$ cat config.mk
export PLATFORM = sky130hd
export DESIGN_NAME = vp_bin_thresh
export DESIGN_NICKNAME = d
export VERILOG_FILES = /design/src/rtl/vp_bin_thresh.sv
export SDC_FILE = /design/constraint.sdc
export NUM_CORES = 1
export LEC_CHECK = 0
export CORE_MARGIN = 3
export CORE_UTILIZATION = 45
export CTS_BUF_LIST = sky130_fd_sc_hd__clkbuf_4 sky130_fd_sc_hd__clkbuf_8
export DETAILED_ROUTE_END_ITERATION = 8
export GPL_ROUTABILITY_DRIVEN = 1
export HOLD_SLACK_MARGIN = 0.05
export PLACE_DENSITY = 0.72
export SYNTH_ARGS = -nofsm -noshare
export SYNTH_HDL_FRONTEND = slang
export SYNTH_SLANG_ARGS = --single-unit
export TNS_END_PERCENT = 5
$ cat constraint.sdc
create_clock -name clk -period 8.7 [get_ports clk]
set_clock_uncertainty 0.15 [all_clocks]
set_input_delay 2.61 -clock clk [delete_from_list [all_inputs] [get_ports clk]]
set_output_delay 2.61 -clock clk [all_outputs]
set_load 0.02 [all_outputs]
$ cat src/rtl/vp_bin_thresh.sv
// -----------------------------------------------------------------------------
// vp_bin_thresh
// Binarising threshold stage for a streaming video pipeline. Each channel of
// the incoming pixel is tested against an inclusive [lo, hi] window. The
// per-channel hits are combined (AND / OR / majority), optionally inverted,
// and the pixel is replaced by all ones or all zeros. Bypass mode passes the
// pixel through with the same latency. A per-frame foreground counter reports
// how many binarised pixels were 1 in the last completed frame.
//
// Configuration is double-buffered: cfg_valid loads a pending set, which is
// promoted to the active set at the next frame boundary (v_sync_in rising).
//
// Ports
//   clk, rst            clock, asynchronous active-high reset
//   pixel_in            N_CH packed channels, channel i at [(i+1)*CH_W-1 : i*CH_W]
//   de_in/h_sync_in/v_sync_in  input video timing
//   th_lo, th_hi        per-channel window bounds (same packing as pixel_in)
//   mode                00 AND, 01 OR, 10 majority, 11 bypass
//   invert              invert the binary result (ignored in bypass)
//   cfg_valid           strobe sampling th_lo/th_hi/mode/invert
//   pixel_out           binarised (or bypassed) pixel, 2 cycles after input
//   de_out/h_sync_out/v_sync_out  timing aligned with pixel_out
//   fg_count            foreground count of the last completed frame
//   fg_count_valid      one-cycle pulse when fg_count updates
//   cfg_pending         a sampled configuration awaits the next frame boundary
// -----------------------------------------------------------------------------
module vp_bin_thresh #(
    parameter int CH_W  = 8,
    parameter int N_CH  = 3,
    parameter int CNT_W = 22
) (
    input  logic                   clk,
    input  logic                   rst,
    input  logic [N_CH*CH_W-1:0]   pixel_in,
    input  logic                   de_in,
    input  logic                   h_sync_in,
    input  logic                   v_sync_in,
    input  logic [N_CH*CH_W-1:0]   th_lo,
    input  logic [N_CH*CH_W-1:0]   th_hi,
    input  logic [1:0]             mode,
    input  logic                   invert,
    input  logic                   cfg_valid,
    output logic [N_CH*CH_W-1:0]   pixel_out,
    output logic                   de_out,
    output logic                   h_sync_out,
    output logic                   v_sync_out,
    output logic [CNT_W-1:0]       fg_count,
    output logic                   fg_count_valid,
    output logic                   cfg_pending
);

    localparam int PW = N_CH * CH_W;

    // Saturating increment of the foreground accumulator.
    function automatic logic [CNT_W-1:0] sat_inc(input logic [CNT_W-1:0] a,
                                                 input logic             inc);
        logic [CNT_W:0] sum;
        sum = {1'b0, a} + {{CNT_W{1'b0}}, inc};
        if (sum[CNT_W]) begin
            sat_inc = {CNT_W{1'b1}};
        end else begin
            sat_inc = sum[CNT_W-1:0];
        end
    endfunction

    // Strict majority of the channel hits (more than half, integer division).
    function automatic logic majority(input logic [N_CH-1:0] h);
        int pop;
        pop = 0;
        for (int i = 0; i < N_CH; i++) begin
            if (h[i]) begin
                pop = pop + 1;
            end else begin
                pop = pop + 0;
            end
        end
        majority = (pop > (N_CH / 2));
    endfunction

    // ---------------- configuration shadowing ----------------
    logic            vs_prev_q;
    logic            frame_edge;
    logic [PW-1:0]   pend_lo_q, pend_lo_d, pend_hi_q, pend_hi_d;
    logic [1:0]      pend_mode_q, pend_mode_d;
    logic            pend_inv_q, pend_inv_d;
    logic            cfg_pending_q, cfg_pending_d;
    logic [PW-1:0]   act_lo_q, act_lo_d, act_hi_q, act_hi_d;
    logic [1:0]      act_mode_q, act_mode_d;
    logic            act_inv_q, act_inv_d;

    assign frame_edge = v_sync_in & ~vs_prev_q;

    // Pending/active configuration update: a cfg_valid landing on the boundary
    // bypasses the pending set and goes straight to the active registers.
    always_comb begin
        pend_lo_d     = pend_lo_q;
        pend_hi_d     = pend_hi_q;
        pend_mode_d   = pend_mode_q;
        pend_inv_d    = pend_inv_q;
        cfg_pending_d = cfg_pending_q;
        act_lo_d      = act_lo_q;
        act_hi_d      = act_hi_q;
        act_mode_d    = act_mode_q;
        act_inv_d     = act_inv_q;
        if (frame_edge) begin
            if (cfg_valid) begin
                act_lo_d   = th_lo;
                act_hi_d   = th_hi;
                act_mode_d = mode;
                act_inv_d  = invert;
            end else if (cfg_pending_q) begin
                act_lo_d   = pend_lo_q;
                act_hi_d   = pend_hi_q;
                act_mode_d = pend_mode_q;
                act_inv_d  = pend_inv_q;
            end else begin
                act_lo_d   = act_lo_q;
            end
            cfg_pending_d = 1'b0;
        end else if (cfg_valid) begin
            pend_lo_d     = th_lo;
            pend_hi_d     = th_hi;
            pend_mode_d   = mode;
            pend_inv_d    = invert;
            cfg_pending_d = 1'b1;
        end else begin
            cfg_pending_d = cfg_pending_q;
        end
    end

    // Configuration registers; the input vsync history resets high so a
    // vsync already asserted at reset release is not taken as a boundary.
    always_ff @(posedge clk or posedge rst) begin
        if (rst) begin
            vs_prev_q     <= 1'b1;
            pend_lo_q     <= {PW{1'b0}};
            pend_hi_q     <= {PW{1'b0}};
            pend_mode_q   <= 2'b00;
            pend_inv_q    <= 1'b0;
            cfg_pending_q <= 1'b0;
            act_lo_q      <= {PW{1'b0}};
            act_hi_q      <= {PW{1'b1}};
            act_mode_q    <= 2'b00;
            act_inv_q     <= 1'b0;
        end else begin
            vs_prev_q     <= v_sync_in;
            pend_lo_q     <= pend_lo_d;
            pend_hi_q     <= pend_hi_d;
            pend_mode_q   <= pend_mode_d;
            pend_inv_q    <= pend_inv_d;
            cfg_pending_q <= cfg_pending_d;
            act_lo_q      <= act_lo_d;
            act_hi_q      <= act_hi_d;
            act_mode_q    <= act_mode_d;
            act_inv_q     <= act_inv_d;
        end
    end

    // ---------------- stage 1: window compare ----------------
    logic [N_CH-1:0] hit_d, s1_hit_q;
    logic [PW-1:0]   s1_pix_q;
    logic            s1_de_q, s1_hs_q, s1_vs_q, s1_edge_q, s1_inv_q;
    logic [1:0]      s1_mode_q;

    // Per-channel inclusive window test; an inverted window (lo > hi) never hits.
    always_comb begin
        hit_d = {N_CH{1'b0}};
        for (int i = 0; i < N_CH; i++) begin
            hit_d[i] = (pixel_in[i*CH_W +: CH_W] >= act_lo_q[i*CH_W +: CH_W]) &&
                       (pixel_in[i*CH_W +: CH_W] <= act_hi_q[i*CH_W +: CH_W]);
        end
    end

    // Stage-1 registers; mode/invert travel with the pixel so a boundary
    // never changes the treatment of pixels already in flight.
    always_ff @(posedge clk or posedge rst) begin
        if (rst) begin
            s1_hit_q  <= {N_CH{1'b0}};
            s1_pix_q  <= {PW{1'b0}};
            s1_de_q   <= 1'b0;
            s1_hs_q   <= 1'b0;
            s1_vs_q   <= 1'b0;
            s1_edge_q <= 1'b0;
            s1_mode_q <= 2'b00;
            s1_inv_q  <= 1'b0;
        end else begin
            s1_hit_q  <= hit_d;
            s1_pix_q  <= pixel_in;
            s1_de_q   <= de_in;
            s1_hs_q   <= h_sync_in;
            s1_vs_q   <= v_sync_in;
            s1_edge_q <= frame_edge;
            s1_mode_q <= act_mode_q;
            s1_inv_q  <= act_inv_q;
        end
    end

    // ---------------- stage 2: combine and output ----------------
    logic          comb_s, res_s, bypass_s, fg_inc_d;
    logic [PW-1:0] pix_out_d, pix_out_q;
    logic          de_out_q, hs_out_q, vs_out_q, s2_edge_q, s2_fg_q;

    // Hit combination, inversion and output pixel selection.
    always_comb begin
        comb_s   = 1'b0;
        bypass_s = (s1_mode_q == 2'b11);
        case (s1_mode_q)
            2'b00:   comb_s = &s1_hit_q;
            2'b01:   comb_s = |s1_hit_q;
            2'b10:   comb_s = majority(s1_hit_q);
            default: comb_s = 1'b0;
        endcase
        res_s = comb_s ^ s1_inv_q;
        if (!s1_de_q) begin
            pix_out_d = {PW{1'b0}};
        end else if (bypass_s) begin
            pix_out_d = s1_pix_q;
        end else begin
            pix_out_d = {PW{res_s}};
        end
        fg_inc_d = s1_de_q & ~bypass_s & res_s;
    end

    // Stage-2 output registers. The stage-2 vsync edge is the input boundary
    // flag carried down the pipe, which inherits the reset-high history and
    // therefore ignores a vsync held high across reset release.
    always_ff @(posedge clk or posedge rst) begin
        if (rst) begin
            pix_out_q <= {PW{1'b0}};
            de_out_q  <= 1'b0;
            hs_out_q  <= 1'b0;
            vs_out_q  <= 1'b0;
            s2_edge_q <= 1'b0;
            s2_fg_q   <= 1'b0;
        end else begin
            pix_out_q <= pix_out_d;
            de_out_q  <= s1_de_q;
            hs_out_q  <= s1_hs_q;
            vs_out_q  <= s1_vs_q;
            s2_edge_q <= s1_edge_q;
            s2_fg_q   <= fg_inc_d;
        end
    end

    // ---------------- foreground counter ----------------
    logic [CNT_W-1:0] acc_q, acc_d, fg_count_q, fg_count_d, acc_sum_s;
    logic             fg_valid_q, fg_valid_d;

    // Accumulate foreground pixels; at the delayed vsync edge publish the
    // total including the edge cycle's own increment and restart.
    always_comb begin
        acc_sum_s = sat_inc(acc_q, s2_fg_q);
        if (s2_edge_q) begin
            fg_count_d = acc_sum_s;
            acc_d      = {CNT_W{1'b0}};
            fg_valid_d = 1'b1;
        end else begin
            fg_count_d = fg_count_q;
            acc_d      = acc_sum_s;
            fg_valid_d = 1'b0;
        end
    end

    // Counter registers.
    always_ff @(posedge clk or posedge rst) begin
        if (rst) begin
            acc_q      <= {CNT_W{1'b0}};
            fg_count_q <= {CNT_W{1'b0}};
            fg_valid_q <= 1'b0;
        end else begin
            acc_q      <= acc_d;
            fg_count_q <= fg_count_d;
            fg_valid_q <= fg_valid_d;
        end
    end

    assign pixel_out      = pix_out_q;
    assign de_out         = de_out_q;
    assign h_sync_out     = hs_out_q;
    assign v_sync_out     = vs_out_q;
    assign fg_count       = fg_count_q;
    assign fg_count_valid = fg_valid_q;
    assign cfg_pending    = cfg_pending_q;

endmodule

# [Word level (Yosys, flattened, before mapping)]
# Cells that the tools add are included.
# Widths: inputs -> output; s select.
[totals] elab_cells=79 ff_bits=212
[op_classes] n_mux=22 eq_ne=3 n_addsub=3 bitwise=7 n_lt_le_gt_ge=7 n_reduce_logical=10
[op_table] operator="$mux 32" count=5
[op_table] operator="$mux 24" count=6
[op_table] operator="$add 32x2->32 const B" count=2
[op_table] operator="$mux 22" count=2
[op_table] operator="$gt 32x2->1 const B" count=1
[op_table] operator="$ge 8x8->1" count=3
[op_table] operator="$le 8x8->1" count=3
[op_table] operator="$add 22x1->23" count=1
[op_table] operator="$mux 1" count=6
[op_table] operator="$eq 2x2->1 const B" count=2
[op_table] operator="$mux 2" count=2
[op_table] operator="$reduce_and 2->1" count=2
[op_table] operator="$reduce_bool 2->1" count=2
[op_table] operator="$and 1x1->1" count=3
[op_table] operator="$logic_and 1x1->1" count=3
[op_table] operator="$not 1->1" count=3
[op_table] operator="$pmux 1 s3" count=1
[op_table] operator="$reduce_and 3->1" count=1
[op_table] operator="$reduce_or 3->1" count=1
[op_table] operator="$eq 2x1->1 const B" count=1
[op_table] operator="$logic_not 2->1" count=1
[op_table] operator="$xor 1x1->1" count=1

# [Logic depth before layout (Yosys ltp)]
[depth] depth_word=13 depth_mapped=8

# [Worst setup path before layout]
# OpenSTA, ideal clock, no wires.
[synth_timing] path_type="input port to flip-flop" startpoint="in cfg_valid" endpoint="reg act_hi_q[10]" setup_time_ns=0.073 arrival_ns=3.781 setup_slack_ns=4.696 cell_stages=7 path_cell_list="clkbuf_1 nor2_1 nor2_1 clkbuf_1 clkbuf_1 nor2_1 a21oi_1"
[synth_between] elab_chain_len=2 word_cells_on_any_way=3 cone_classes="mux (1); reduce/logical (2)"
[synth_lines] element="from (decl)" line="42" source="input logic cfg_valid,"
[synth_lines] element="$reduce_bool 2->1 (no source line)"
[synth_lines] element="$reduce_and 2->1 (no source line)"
[synth_lines] element="to (signal assigned)" line="142" source="act_hi_q <= {PW{1'b1}};"
[synth_lines] element="to (signal assigned)" line="153" source="act_hi_q <= act_hi_d;"
[synth_lines] element="to (decl)" line="87" source="logic [PW-1:0] act_lo_q, act_lo_d, act_hi_q, act_hi_d;"
# Several ways; a longest one is shown, not always the timed one.
# A chain may end at the register's enable or synchronous reset.

# [Final worst setup path]
[layout_timing] startpoint="in cfg_valid" endpoint="reg act_lo_q[4]"
[layout_between] elab_chain_len=2 word_cells_on_any_way=3 cone_classes="mux (1); reduce/logical (2)"
[layout_lines] element="$reduce_bool 2->1 (no source line)"
[layout_lines] element="$reduce_and 2->1 (no source line)"
[layout_lines] element="to (signal assigned)" line="141" source="act_lo_q <= {PW{1'b0}};"
[layout_lines] element="to (signal assigned)" line="152" source="act_lo_q <= act_lo_d;"
[layout_lines] element="to (decl)" line="87"
# Several ways; a longest one is shown, not always the timed one.

==> out/qor.txt <==
Commonest non-fill, non-tap cell in the layout = dfrtp_1
Flop-to-flop setup slack = 6.16 ns
Yosys cell types = 43
First-pass GRT wire length = 31400 um
Vias in the first global route = 6335
Maximum capacitance violations = 0
CTS max path bufs = 3
Crit path DAT = 5.30 ns
Worst Hold Class = reg2reg
Initial Utilization = 46.2%
Final ANT Viol Nets = 0
Critical path class = in2reg
Share of layout cells above drive strength 1 = 16.6%
Cells after Synth = 812
Mapped Avg Cell Area = 11.6 um^2
RSZ-0062 raised after global routing = no
Synth Area in Compound Gates = 9.05%
Via/cell ratio = 5.01
Largest family of logic cells by synthesized area = multiplexers
Hold Buf Count CTS = 0
GRT Util Overall = 17.4%
Post-Syn Area = 9400 um^2
Max-Slew Margin vs Limit = 24.9%
Tmin final = 5.02 ns
Pins over their slew limit = 0
Worst Setup Start Kind = input port
Slew of the pin with the lowest slew margin = 1.12 ns
Number of synthesized register bits = 212
First drt pass iteration count = 4
WL per Instance = 15.1 um
IO buf count = 131
Area grow syn2layout = 24.7%
Cts bufs inserted = 37
Ys async rst share = 100%
DRC viols = 0
Routed WL = 18900 um
Syn nets = 946
Routed vias = 6260
Clock slew at reported path FFs = 0.06 ns
Nets@finish = 1086
Ys flop type = dfrtp_1
Clk pwr share = 34.5%
Commonest non-fill, non-tap cells in the layout = 186 x dfrtp_1, 130 x clkdlybuf4s50_1, 109 x nor2_1
CTS resizes = 0
Period utilization = 57.7%
R2r startpoint = s2_fg_q
Maximum VDD drop = 0.118 mV
Cell-internal power = 0.00195 W
Flop pwr share = 45.0%
Largest net degree at the start of global routing = 88
Ports = 132
Gate power share = 20.5%
Setup TNS = 0 ns
Worst Path Required = 8.98 ns
Grt ovf = 0
H-tree levels = 2
Setup Buffers After CTS = 0
Number of synthesized flops with an enable pin = 0
Sink Count = 212
Synthesis Warnings = 0
Synth Area in XOR/XNOR = 1.21%
Sw frac = 27.4%
Outcome = complete, no violations
Leak Pwr = 5.46 nW
Upper clock frequency limit = 199 MHz
Clock Tree Root = clkbuf_8
Final setup vio count = 0
RePlAce Congestion = 0.770
Min-Delay Endpoint = v_sync_out
Die Ht = 151 um
Simple-Gate Fraction of Synth Area = 9.53%
Setup crit end kind = flip-flop
Rows = 52
Dpl hpwl = 13000 um
Smallest hold slack = 0.201 ns
Reg2Reg Depth = 7
Post-synthesis mux area share = 12.5%
Core area = 20400 um^2
Placed Area = 10900 um^2
CTS tree = done
Worst skew pair latency = 0.51 ns
Die ar. = 22700 um^2
Chip Width = 151 um
Hold Crit Start = s1_vs_q
Initial antenna violation count = 1
Hold depth = 0
P_sw = 0.000737 W
Layout Utilization = 57.6%
Post-synthesis sequential area ratio = 56.8%
Adder-cell share of the synthesized area = 7.05%
Max Fanout on Critical Path = 54
Final Hold Fails = 0
Final non-filler cell area = 11700 um^2
Pwr dens = 229 nW/um^2
Initial DRC count = 247
Critical R2R Capture = fg_count[17]
==> cell families (layout without fill, tap and decap cells) <==
family	count (synthesis)	count (layout)
buffers and inverters	90	257
muxes	111	111
other	0	1
and+or+nand+nor	190	190
adders and majority gates	53	53
DFF	212	212
xor gates and xnor gates	13	13
AOI/OAI and AO/OA	143	143
==> synth_stat cells, types with 5 or more instances <==
master / number / area share (%)
dfrtp_1: 187 / 50
nor2_1: 110 / 4.4
a21oi_1: 85 / 4.5
mux2i_1: 59 / 6.3
inv_1: 55 / 2.2
ha_1: 53 / 7.1
mux2_2: 52 / 6.2
o21a_1: 26 / 2.1
clkbuf_1: 25 / 1.0
dfstp_2: 25 / 7.0
nand2_1: 20 / 0.80
nor2b_1: 11 / 0.73
o21ai_0: 10 / 0.53
nand4_1: 9 / 0.60
nand3_1: 8 / 0.43
nand2b_1: 7 / 0.47
xor2_1: 7 / 0.65
a21o_1: 6 / 0.48
buf_1: 6 / 0.24
nor3_1: 6 / 0.32
xnor2_1: 6 / 0.56
and3_1: 5 / 0.33
==> worst max path at each step <==
stage,startpoint,endpoint,slack (ns),depth (start not counted)
after global routing,cfg_valid,act_hi_q[4],3.41,7
after CTS,cfg_valid,act_hi_q[4],3.69,7
after detailed placement,cfg_valid,act_hi_q[9],3.15,7
after floorplan,rst,acc_q[0],0.19,1
final,cfg_valid,act_lo_q[4],3.68,7
after global placement,cfg_valid,act_lo_q[4],3.24,7
==> area by class of cell <==
type	instances	area (um^2)
clock buffers	62	753
clock inverters	4	25.0
diodes	1	2.50
flip-flops and latches	212	5340
fillers	1756	8640
multi-input cells	510	3710
repair buffers	136	1340
inverters	55	214
well taps	270	338
==> critical path, stage by stage <==
cell	delay [ns]
buf_2	0.07
buf_4	0.69
nor2_1	0.21
nor2_4	0.81
buf_4	0.59
nor2_1	0.09
a21oi_1	0.13
==> flip-flops by register name, summed over array words and instances, names as in the netlist, 3 cells and up <==
name and cells:
fg_count 22, act_lo_q 24, s1_pix_q 24, act_hi_q 24
pixel_out 24, acc_q 22, pend_hi_q 24, s1_hit_q 3
pend_lo_q 24
==> per-stage QoR <==
| stage | worst slack (ns) | power [W] | std cells |
|---|---|---|---|
| 2_1_floorplan | 0.187 | 0.00156 | 812 |
| 3_3_place_gp | 3.24 | 0.00177 | 1183 |
| 3_5_place_dp | 3.15 | 0.00179 | 1183 |
| 4_1_cts | 3.69 | 0.00273 | 1249 |
| 5_1_grt | 3.41 | 0.00286 | 1250 |
| 6_report | 3.68 | 0.00269 | 1250 |
==> metal layers <==
layer | global-route usage [%] | vias to the layer above | wire length [um]
met3 | 3.52 | 40 | 887
met2 | 27.1 | 131 | 8720
met1 | 24.2 | 3002 | 8820
met5 | 0 | - | 0
li1 | - | 3087 | -
met4 | 6.45 | 0 | 472
==> power by group through the flow <==
stage               Combinational [W]  Sequential (W)  Clock (W)
finish                       0.000551         0.00121   0.000928
global route                 0.000622         0.00123    0.00101
CTS                          0.000561         0.00121   0.000958
detailed placement           0.000557         0.00123          0
global placement             0.000543         0.00123          0
floorplan                    0.000295         0.00127          0
Power figures use the tool's default switching activity.
